**src/rtl/btn_pulse.sv**
```systemverilog
// Dual-channel pushbutton conditioner: optional two-flop synchronizer, counter-based
// debouncer and a registered single-cycle press pulse per channel.
// Channel 0: btn_trig_raw -> trig, channel 1: btn_split_raw -> split.
// Optional feature: define BTN_SYNC_EN to insert the two-flop synchronizers
// (leave undefined only for simulation; it removes 2 cycles of latency).

module btn_pulse #(
   parameter int unsigned DEBOUNCE_CYCLES = 1000000
) (
   input  logic clk,
   input  logic reset,
   input  logic btn_trig_raw,
   input  logic btn_split_raw,
   output logic trig,
   output logic split
);

   localparam int unsigned CW = $clog2(DEBOUNCE_CYCLES);
   localparam logic [CW-1:0] CNT_MAX = CW'(DEBOUNCE_CYCLES - 1);

   logic [1:0] raw;
   logic [1:0] din;
   logic [1:0] pulse;

   assign raw = {btn_split_raw, btn_trig_raw};

`ifdef BTN_SYNC_EN
   logic [1:0] sync1_q;
   logic [1:0] sync2_q;

   // Two-flop synchronizer for both asynchronous button pins
   always_ff @(posedge clk) begin
      if (reset) begin
         sync1_q <= '0;
         sync2_q <= '0;
      end else begin
         sync1_q <= raw;
         sync2_q <= sync1_q;
      end
   end

   assign din = sync2_q;
`else
   assign din = raw;
`endif

   for (genvar ch = 0; ch < 2; ch++) begin : g_ch
      logic          stable_q, stable_d;
      logic [CW-1:0] cnt_q, cnt_d;
      logic          pulse_q, pulse_d;

      // Debounce next state: count while din disagrees with stable, accept at CNT_MAX
      always_comb begin
         stable_d = stable_q;
         cnt_d    = '0;
         pulse_d  = 1'b0;
         if (din[ch] != stable_q) begin
            if (cnt_q == CNT_MAX) begin
               stable_d = din[ch];
               // Pulse only on an accepted press, never on a release
               pulse_d  = din[ch];
            end else begin
               cnt_d = cnt_q + CW'(1);
            end
         end
      end

      // Channel state registers
      always_ff @(posedge clk) begin
         if (reset) begin
            stable_q <= 1'b0;
            cnt_q    <= '0;
            pulse_q  <= 1'b0;
         end else begin
            stable_q <= stable_d;
            cnt_q    <= cnt_d;
            pulse_q  <= pulse_d;
         end
      end

      assign pulse[ch] = pulse_q;
   end

   assign trig  = pulse[0];
   assign split = pulse[1];

endmodule

```
**config.mk**
```make
export PLATFORM = sky130hd
export DESIGN_NAME = btn_pulse
export DESIGN_NICKNAME = d
export VERILOG_FILES = /design/src/rtl/btn_pulse.sv
export SDC_FILE = /design/constraint.sdc
export NUM_CORES = 1
export LEC_CHECK = 0
export ABC_AREA = 1
export CAP_MARGIN = 10
export CORE_MARGIN = 1.5
export CORE_UTILIZATION = 55
export CTS_CLUSTER_SIZE = 25
export DETAILED_ROUTE_END_ITERATION = 6
export PLACE_DENSITY = 0.7
export SLEW_MARGIN = 20
export SYNTH_ARGS = -nofsm -noshare
export SYNTH_HDL_FRONTEND = slang
export SYNTH_SLANG_ARGS = --single-unit
```
**constraint.sdc**
```tcl
create_clock -name clk -period 4.7 [get_ports clk]
set_clock_uncertainty 0.1 [all_clocks]
set_input_delay 0.94 -clock clk [delete_from_list [all_inputs] [get_ports clk]]
set_output_delay 0.94 -clock clk [all_outputs]
set_load 0.1 [all_outputs]
```
======== Yosys cells after proc, flatten, opt, wreduce, memory -nomap -nowiden ========
Index checks and enable logic that the tools add are counted.
storage, ports and cells
  input port bits ......................... 4
  register bits after elaboration ......... 44
operators by class
  bitwise operators ....................... 4
  add/subtract/negate cells ............... 2
  reduce and logical (&&, ||, !) cells .... 6
  equal/unequal tests ..................... 4
operators by type and width
  kind                                                              count
  20-bit by 1-bit adder with 20-bit output (second input constant)  2
  20-bit equality test (second input constant)                      2
  3-bit OR reduction                                                4
  1-bit NOT                                                         4
  2-bit AND reduction                                               2
  1-bit != test                                                     2

======== Longest topological paths before layout ========
Gate-level depths: netlist of the first run.
  depth after elaboration ................. 3
  gate-level depth with buffers ........... 9
  depth with buffers taken out ............ 9

======== Least setup slack after synthesis of the first run ========
Ideal clock, no wire load.
  kind .................................... register -> output
  start ................................... register g_ch[1].pulse_q (netlist: split)
  end ..................................... output port split
  required time ........................... 3.660 ns
  path slack .............................. 2.751 ns
  cell stages (with the launch flop) ...... 1
  data arrival time ....................... 0.909 ns
  path through ............................ dfxtp_1
RTL lines
  item                    RTL line  RTL
  from (decl)             50        logic pulse_q, pulse_d;
  from (signal assigned)  77        pulse_q <= pulse_d;
  to (decl)               15        output logic split
No word-level cell between the ends.

======== Final worst setup path of the first run ========
  start ................................... register g_ch[1].pulse_q (netlist: split)
  end ..................................... output port split
No word-level cell between the ends.

==> summary.md, run 1 <==
After routing the design area is 2510 um^2. The stage delay of the slowest cell on the critical path came out at 1.12 ns. The worst setup path is captured at an output port.

The ratio of final minimum period to clock period is 0.592. The all-layer global routing usage came out at 0.228. Synthesis inferred 44 register bits.

The run gives 0.360 as the worst slew margin relative to its limit. From left edge to right edge, the die measures 68.1 um. Clock tree synthesis found a total of 44 sinks. TritonCTS built the clock tree. The total power density per cell area works out to 253 nW/um^2.

The total buffers and inverters traversed by the critical path is 1, and the initial detailed-routing violation count is 199. The total overflow left after global routing is 0. Measured along the y axis, the die boundary spans 68.1 um. The first detailed-routing pass took 4 iterations.

Count of final max-slew check failures: 0. The run finished with clean final reports. For this run, the top clock speed supported by timing is 359 MHz.

For the placer congestion estimate, the log shows 0.887. The worst hold path was traced through 2 stages. The simple-gate area share of the yosys netlist was 0.421.

The number of nets with antenna violations after routing came out at 0. The worst path in the final design needs a cycle of 2.78 ns, including I/O delays and setup. The via-per-instance ratio is 5.00. The Yosys step of the flow raised 0 warnings. The largest individual stage delay along the critical path comes from the cell clkdlybuf4s50_1.

The initial antenna violation count was 0. The adder and majority cell fraction of the synthesized area came out at 0.0107. The xor and xnor area share after synthesis is 0.0639. The logs give 2055 for the total via count after detailed routing and 1869 for the via count of the first global-routing pass.

The cell area that synthesis handed to floorplanning was 2330 um^2. In this run the static leakage power is 0.798 nW. The clock transition at the register clock pins on the worst setup and hold paths after CTS is 0.09 ns, and the number of stages on the worst setup path is 1. Setup repair after global routing left no endpoint under its margin.

The number of H-tree levels was 2; the count of endpoints failing setup in the final report was 0. The post-CTS resize count was 0. The wire length of the first global-routing pass came out at 7940 um. For the insertion delay of the later-clocked pin in the worst-skew pair, the log shows 0.31 ns. The run gives 2410 um^2 as the area of placed instances. The number of instances in the synthesized netlist was 351. Dividing the detail-routed wire length by the instance count gives 11.1 um. The row count is 23, and the area fraction in compound gates after synthesis is 0.0516. The tools report the total nets after synthesis as 357. For the setup fix buffers added after clock tree synthesis, the log shows 0. The HPWL after detailed placement is 3400 um. Dividing the synthesized area by the synthesized cell count gives 6.63 um^2.

The worst path required time was 3.66 ns. STA classifies the critical path startpoint as a flop. Pin count of the biggest net entering global routing: 21. The cell family contributing the most delay on the critical path is buffers and inverters.

The tools report the count of max-cap constraint violations as 0. The category of the critical setup timing path is flop to output port. The critical path goes through clkdlybuf4s50_1. The layout has 387 filler cells. The critical path arrival came out at 1.74 ns.

The worst reg2reg path depth works out to 6. The top fanout value on the critical path works out to 1. Count of buffers inserted at the top-level ports: 5. The number of buffers added to fix hold violations after cts is 0, and the share of synthesized area spent on multiplexers is 0.

Share of cells above drive strength 1: 0.0609. In the final timing run, aggregate negative setup slack is 0 ns. The routed design has 4570 um of wire. The count of unique library cells instantiated by Yosys was 24; the initial cell density of the core was 0.578.

The maximum root-to-sink buffer count was 2. After detailed routing, the number of remaining DRC violations is 0. In this run the clock root is driven by a clkbuf_8.

By area, the combinational part of the netlist is dominated by simple AND/OR/NAND/NOR gates. The tools report the number of CTS-inserted buffers as 5. Across the VDD grid, the largest voltage drop is 0.172 mV.

The number of failing hold endpoints at the final stage was 0; the number of I/O pins was 6. The repair_antennas step left the layout with diodes totalling 0. The path class of the tightest hold or removal check is flop to flop. The area added between synthesis and finish came out at 7.68%. The die covers 4630 um^2.

The transition at the pin with the smallest max-transition slack came out at 0.956 ns. The final layout net count was 366; the standard cell core area was 4030 um^2. The run gives 0.378 as the sequential area share after synthesis.
## logic make-up after synthesis
logic type	after synthesis
compound gates	24
xor+xnor	17
fa+ha+maj	2
buf+inv	42
flops	44
simple gates	222
## sequential cells by signal, indices dropped and copies added (netlist names)
signal	cells
g_ch.cnt_q	40
g_ch.stable_q	2
split	1
trig	1
## stage by stage
step                power [W]  hold slack (ns)  worst slack [ns]   util  std cells
finish               0.000634            0.363              1.92  0.622        411
global route         0.000656            0.400              1.85  0.622        411
CTS                  0.000644            0.366              1.90  0.622        411
detailed placement   0.000399            0.351              1.93  0.599        403
global placement     0.000399            0.349              2.02  0.599        403
floorplan            0.000395            0.334              2.75      -        351
## area by class of cell
type                       count  area [um^2]  area share
clock inverter                 3         23.8     0.00948
timing repair buffer           5         50.0      0.0200
tap                           50         62.6      0.0250
inverter                      39          146      0.0584
multi-input combinational    265         1270       0.508
clock buffer                   5         68.8      0.0274
sequential                    44          881       0.351
## worst paths after layout
kind                                   startpoint                 to  slack (ns)
worst max-delay path                        split              split        1.92
worst min-delay path            g_ch[0].cnt_q[19]  g_ch[0].cnt_q[19]        0.36
worst max register to register   g_ch[1].cnt_q[0]  g_ch[1].cnt_q[17]        2.65
worst min register to register  g_ch[0].cnt_q[19]  g_ch[0].cnt_q[19]        0.36
## layout by cell type (no fill, tap or decap), drive strengths merged, types with 6 or more instances in the layout
cell type,netlist,layout
nand3,25,25
a21oi,17,17
o21ai,7,7
dfxtp,44,44
xor2,13,13
nand4,9,9
nor2,83,83
nor3,6,6
nand2,94,94
inv,39,39
## layer usage
metal  global-route usage  routed length, um  vias up
met3               0.0345                 93        7
met2                0.334               1830       17
met4                0.105                 92        0
met1                0.326               2560      913
li1                     -                  -     1118
met5                    0                  0        -
## cells in the mapped netlist
library cell	instances	area [um^2]
a21oi_1	17	85.1
buf_4	2	15.0
buf_6	1	11.3
dfxtp_1	44	881
ha_1	2	25.0
inv_1	39	146
nand2_1	91	342
nand2_2	2	12.5
nand2_4	1	11.3
nand3_1	22	110
nand3_2	2	20.0
nand3_4	1	17.5
nand3b_1	3	22.5
nand4_1	9	56.3
nor2_1	79	297
nor2_2	1	6.26
nor2_4	3	33.8
nor3_1	4	20.0
nor3_2	2	20.0
o21ai_0	6	30.0
o21ai_1	1	5.00
or2_2	2	12.5
xnor2_1	4	35.0
xor2_1	13	114
## where the power goes
| part | internal [W] | switching, W |
|---|---|---|
| Sequential | 0.000374 | 0.00000177 |
| Combinational | 0.00000470 | 0.00000944 |
| Clock | 0.000105 | 0.000139 |
| Total | 0.000484 | 0.000150 |
(Power assumes the default switching activity.)
==> run 2: changes to the inputs <==
==> constraint.sdc (replaced) <==
create_clock -name clk -period 2.9 [get_ports clk]
set_clock_uncertainty 0.1 [all_clocks]
set_input_delay 0.58 -clock clk [delete_from_list [all_inputs] [get_ports clk]]
set_output_delay 0.58 -clock clk [all_outputs]
set_load 0.1 [all_outputs]
==> summary.md, run 2 (synthesis results as in run 1) <==
The final layout net count came out at 366 (unchanged). The cell sitting at the root of the clock tree is a clkbuf_8. The area added between synthesis and finish is 7.47%.

g_ch.cnt_q holds more flip-flops than any other register. The share of cells above drive strength 1 works out to 0.0665 (+0.00554). The number of buffers added to fix hold violations after cts was 0 (unchanged).

The number of CTS-inserted buffers is 5 (unchanged). Placer congestion estimate: 0.863 (-2.7%). The setup fix buffers added after clock tree synthesis was 0 (unchanged); the pin count of the biggest net entering global routing was 21 (unchanged).

TritonCTS built the clock tree. The residual DRC count is 0 (unchanged), and the transition at the pin with the smallest max-transition slack is 0.707 ns (-0.250 ns). The tools report the critical path arrival as 2.16 ns (+0.42 ns). For the worst path required time, the log shows 3.02 ns (-0.64 ns). The summed area of non-filler cells in the final layout is 2500 um^2 (-0.20%). The final period demand of the worst path is 2.05 ns.

Leaving out fill and tap cells, the most frequent cells in the layout are nand2_1 (91), nor2_1 (79), dfxtp_1 (44). Leaving out fill and tap cells, the most frequent cell in the layout is nand2_1. The final hold slack came out at 0.363 ns (-0.0000460 ns). The count of endpoints failing setup in the final report was 0 (unchanged); the area of placed instances was 2410 um^2 (-0.21%). The tools report the all-layer global routing usage as 0.226 (-0.00146).

The count of final max-slew check failures came out at 0 (unchanged). The logs give 2 (unchanged) for the maximum root-to-sink buffer count and 145 (-27%) for the initial detailed-routing violation count. The run gives 1862 (-0.37%) as the via count of the first global-routing pass.

The worst register-to-register path begins at g_ch[1].cnt_q[0]. The ratio of final minimum period to clock period is 0.706. The number of H-tree levels is 2 (unchanged), and the detailed-router iteration count before antenna repair is 4 (unchanged). The accumulated negative setup slack was 0 ns (unchanged).

In this run the most critical hold path is launched from g_ch[0].cnt_q[19]. The number of flip-flops in the largest register was 40 (unchanged). The kind of end point of the critical path is a flop. Wire length of the first global-routing pass: 7940 um (unchanged).

The total via count after detailed routing was 2055 (unchanged). The category of the critical setup timing path is input port to flop. The logs give 0 (unchanged) for the count of max-cap constraint violations and 0 (unchanged) for the number of nets with antenna violations after routing. The sum of internal, switching and leakage power came out at 0.00102 W (+61%). The logs give 488 MHz for the maximum clock rate and 0.88 ns (-1.77 ns) for the reg2reg setup slack. The largest registers in the layout are g_ch.cnt_q x40, g_ch.stable_q x2. The logs give 0.578 (unchanged) for the initial cell density of the core and 0 (unchanged) for the post-CTS resize count. The run gives 3390 um (-0.33%) as the half-perimeter wire length after detailed placement. The top fanout value on the critical path is 20 (+19).

In this run the critical register-to-register path is captured at g_ch[1].cnt_q[10]. The total power density per cell area was 409 nW/um^2 (+62%). For hold timing, the worst endpoint is g_ch[0].cnt_q[19].

The count of buffers inserted at the top-level ports is 5 (unchanged), and the total wire length is 4570 um (about the same). Insertion delay of the later-clocked pin in the worst-skew pair: 0.30 ns (about the same). The logs give 4030 um^2 (unchanged) for the standard cell core area and 0 (unchanged) for the number of failing hold endpoints at the final stage. The logs give 400 (+3.4%) for the fill cell instance count of the final layout and 23 (unchanged) for the row count.

The flow ran to the end, and the final reports show no timing, DRC or antenna violations. Number of antenna cells inserted: 0 (unchanged). Setup repair after global routing left no endpoint under its margin. The initial antenna violation count was 0 (unchanged); the worst reg2reg path depth was 6 (unchanged).

The horizontal extent of the die is 68.1 um (unchanged), and the area enclosed by the die boundary is 4630 um^2 (unchanged). The chip height came out at 68.1 um (unchanged). The worst setup path is launched from an input port. The total leakage power was 0.803 nW (+0.52%). The via-per-instance ratio works out to 5.00 (unchanged).

Clock transition at the register clock pins on the worst setup and hold paths after CTS: 0.09 ns (about the same). The number of I/O pins is 6 (unchanged), and the number of stages on the worst hold path is 2 (unchanged). The run gives 0.528 (+0.167) as the worst slew margin relative to its limit.

The logs give 44 (unchanged) for the number of sinks driven by the clock tree and 0 (unchanged) for the total congestion overflow. The tools report the maximum resistive drop on vdd as 0.302 mV (+76%). The type of the tightest min-delay check is flop to flop. The average routed wire per standard cell is 11.1 um (about the same).
run 2: cell types whose count changed in the layout (fill, tap and decap cells not counted), sizes merged:
cell | previous run | this run
buf | 0 | 2
clkdlybuf4s50 | 5 | 3
run 2: stage by stage:
step                worst slack [ns]  utilization  cells
floorplan                       1.31            -    351
global placement               0.579        0.598    403
detailed placement             0.536        0.598    403
CTS                            0.839        0.621    411
global route                   0.666        0.621    411
finish                         0.851        0.621    411
run 2: worst max-delay path by stage:
stage          depth (start not counted)  slack [ns]                end             start
6_report                               5        0.85  g_ch[1].cnt_q[10]     btn_split_raw
5_1_grt                                6        0.67  g_ch[1].cnt_q[10]  g_ch[1].cnt_q[0]
4_1_cts                                5        0.84  g_ch[1].cnt_q[10]     btn_split_raw
3_5_place_dp                           5        0.54  g_ch[1].cnt_q[10]     btn_split_raw
3_3_place_gp                           5        0.58   g_ch[1].cnt_q[6]     btn_split_raw
2_1_floorplan                          0        1.31              split             split
run 2: routing by layer:
metal | part of all wire | global-route usage | up-vias
met4 | 0.014 | 0.0750 | 0
met3 | 0.041 | 0.0493 | 6
met5 | 0 | 0 | -
li1 | - | - | 1119
met2 | 0.41 | 0.339 | 33
met1 | 0.54 | 0.321 | 897
run 2: report_power, final:
group / switching (W) / internal, W
sequential: 0.00000283 / 0.000606
combinational: 0.0000153 / 0.00000762
clock: 0.000221 / 0.000171
total: 0.000239 / 0.000784
run 2: area by class of cell:
| class | instances | area, um^2 | share of cell area |
|---|---|---|---|
| multi-input combinational | 265 | 1270 | 0.509 |
| timing repair buffer | 5 | 45.0 | 0.0180 |
| sequential | 44 | 881 | 0.352 |
| inverter | 39 | 146 | 0.0585 |
| clock buffer | 5 | 68.8 | 0.0275 |
| tap | 50 | 62.6 | 0.0250 |
| clock inverter | 3 | 23.8 | 0.00950 |
run 2: critical path: stages:
cell and delay, ns:
clkdlybuf4s50_1 0.43, or2_2 0.30, a21oi_1 0.13, nand2_1 0.43
a21oi_1 0.29
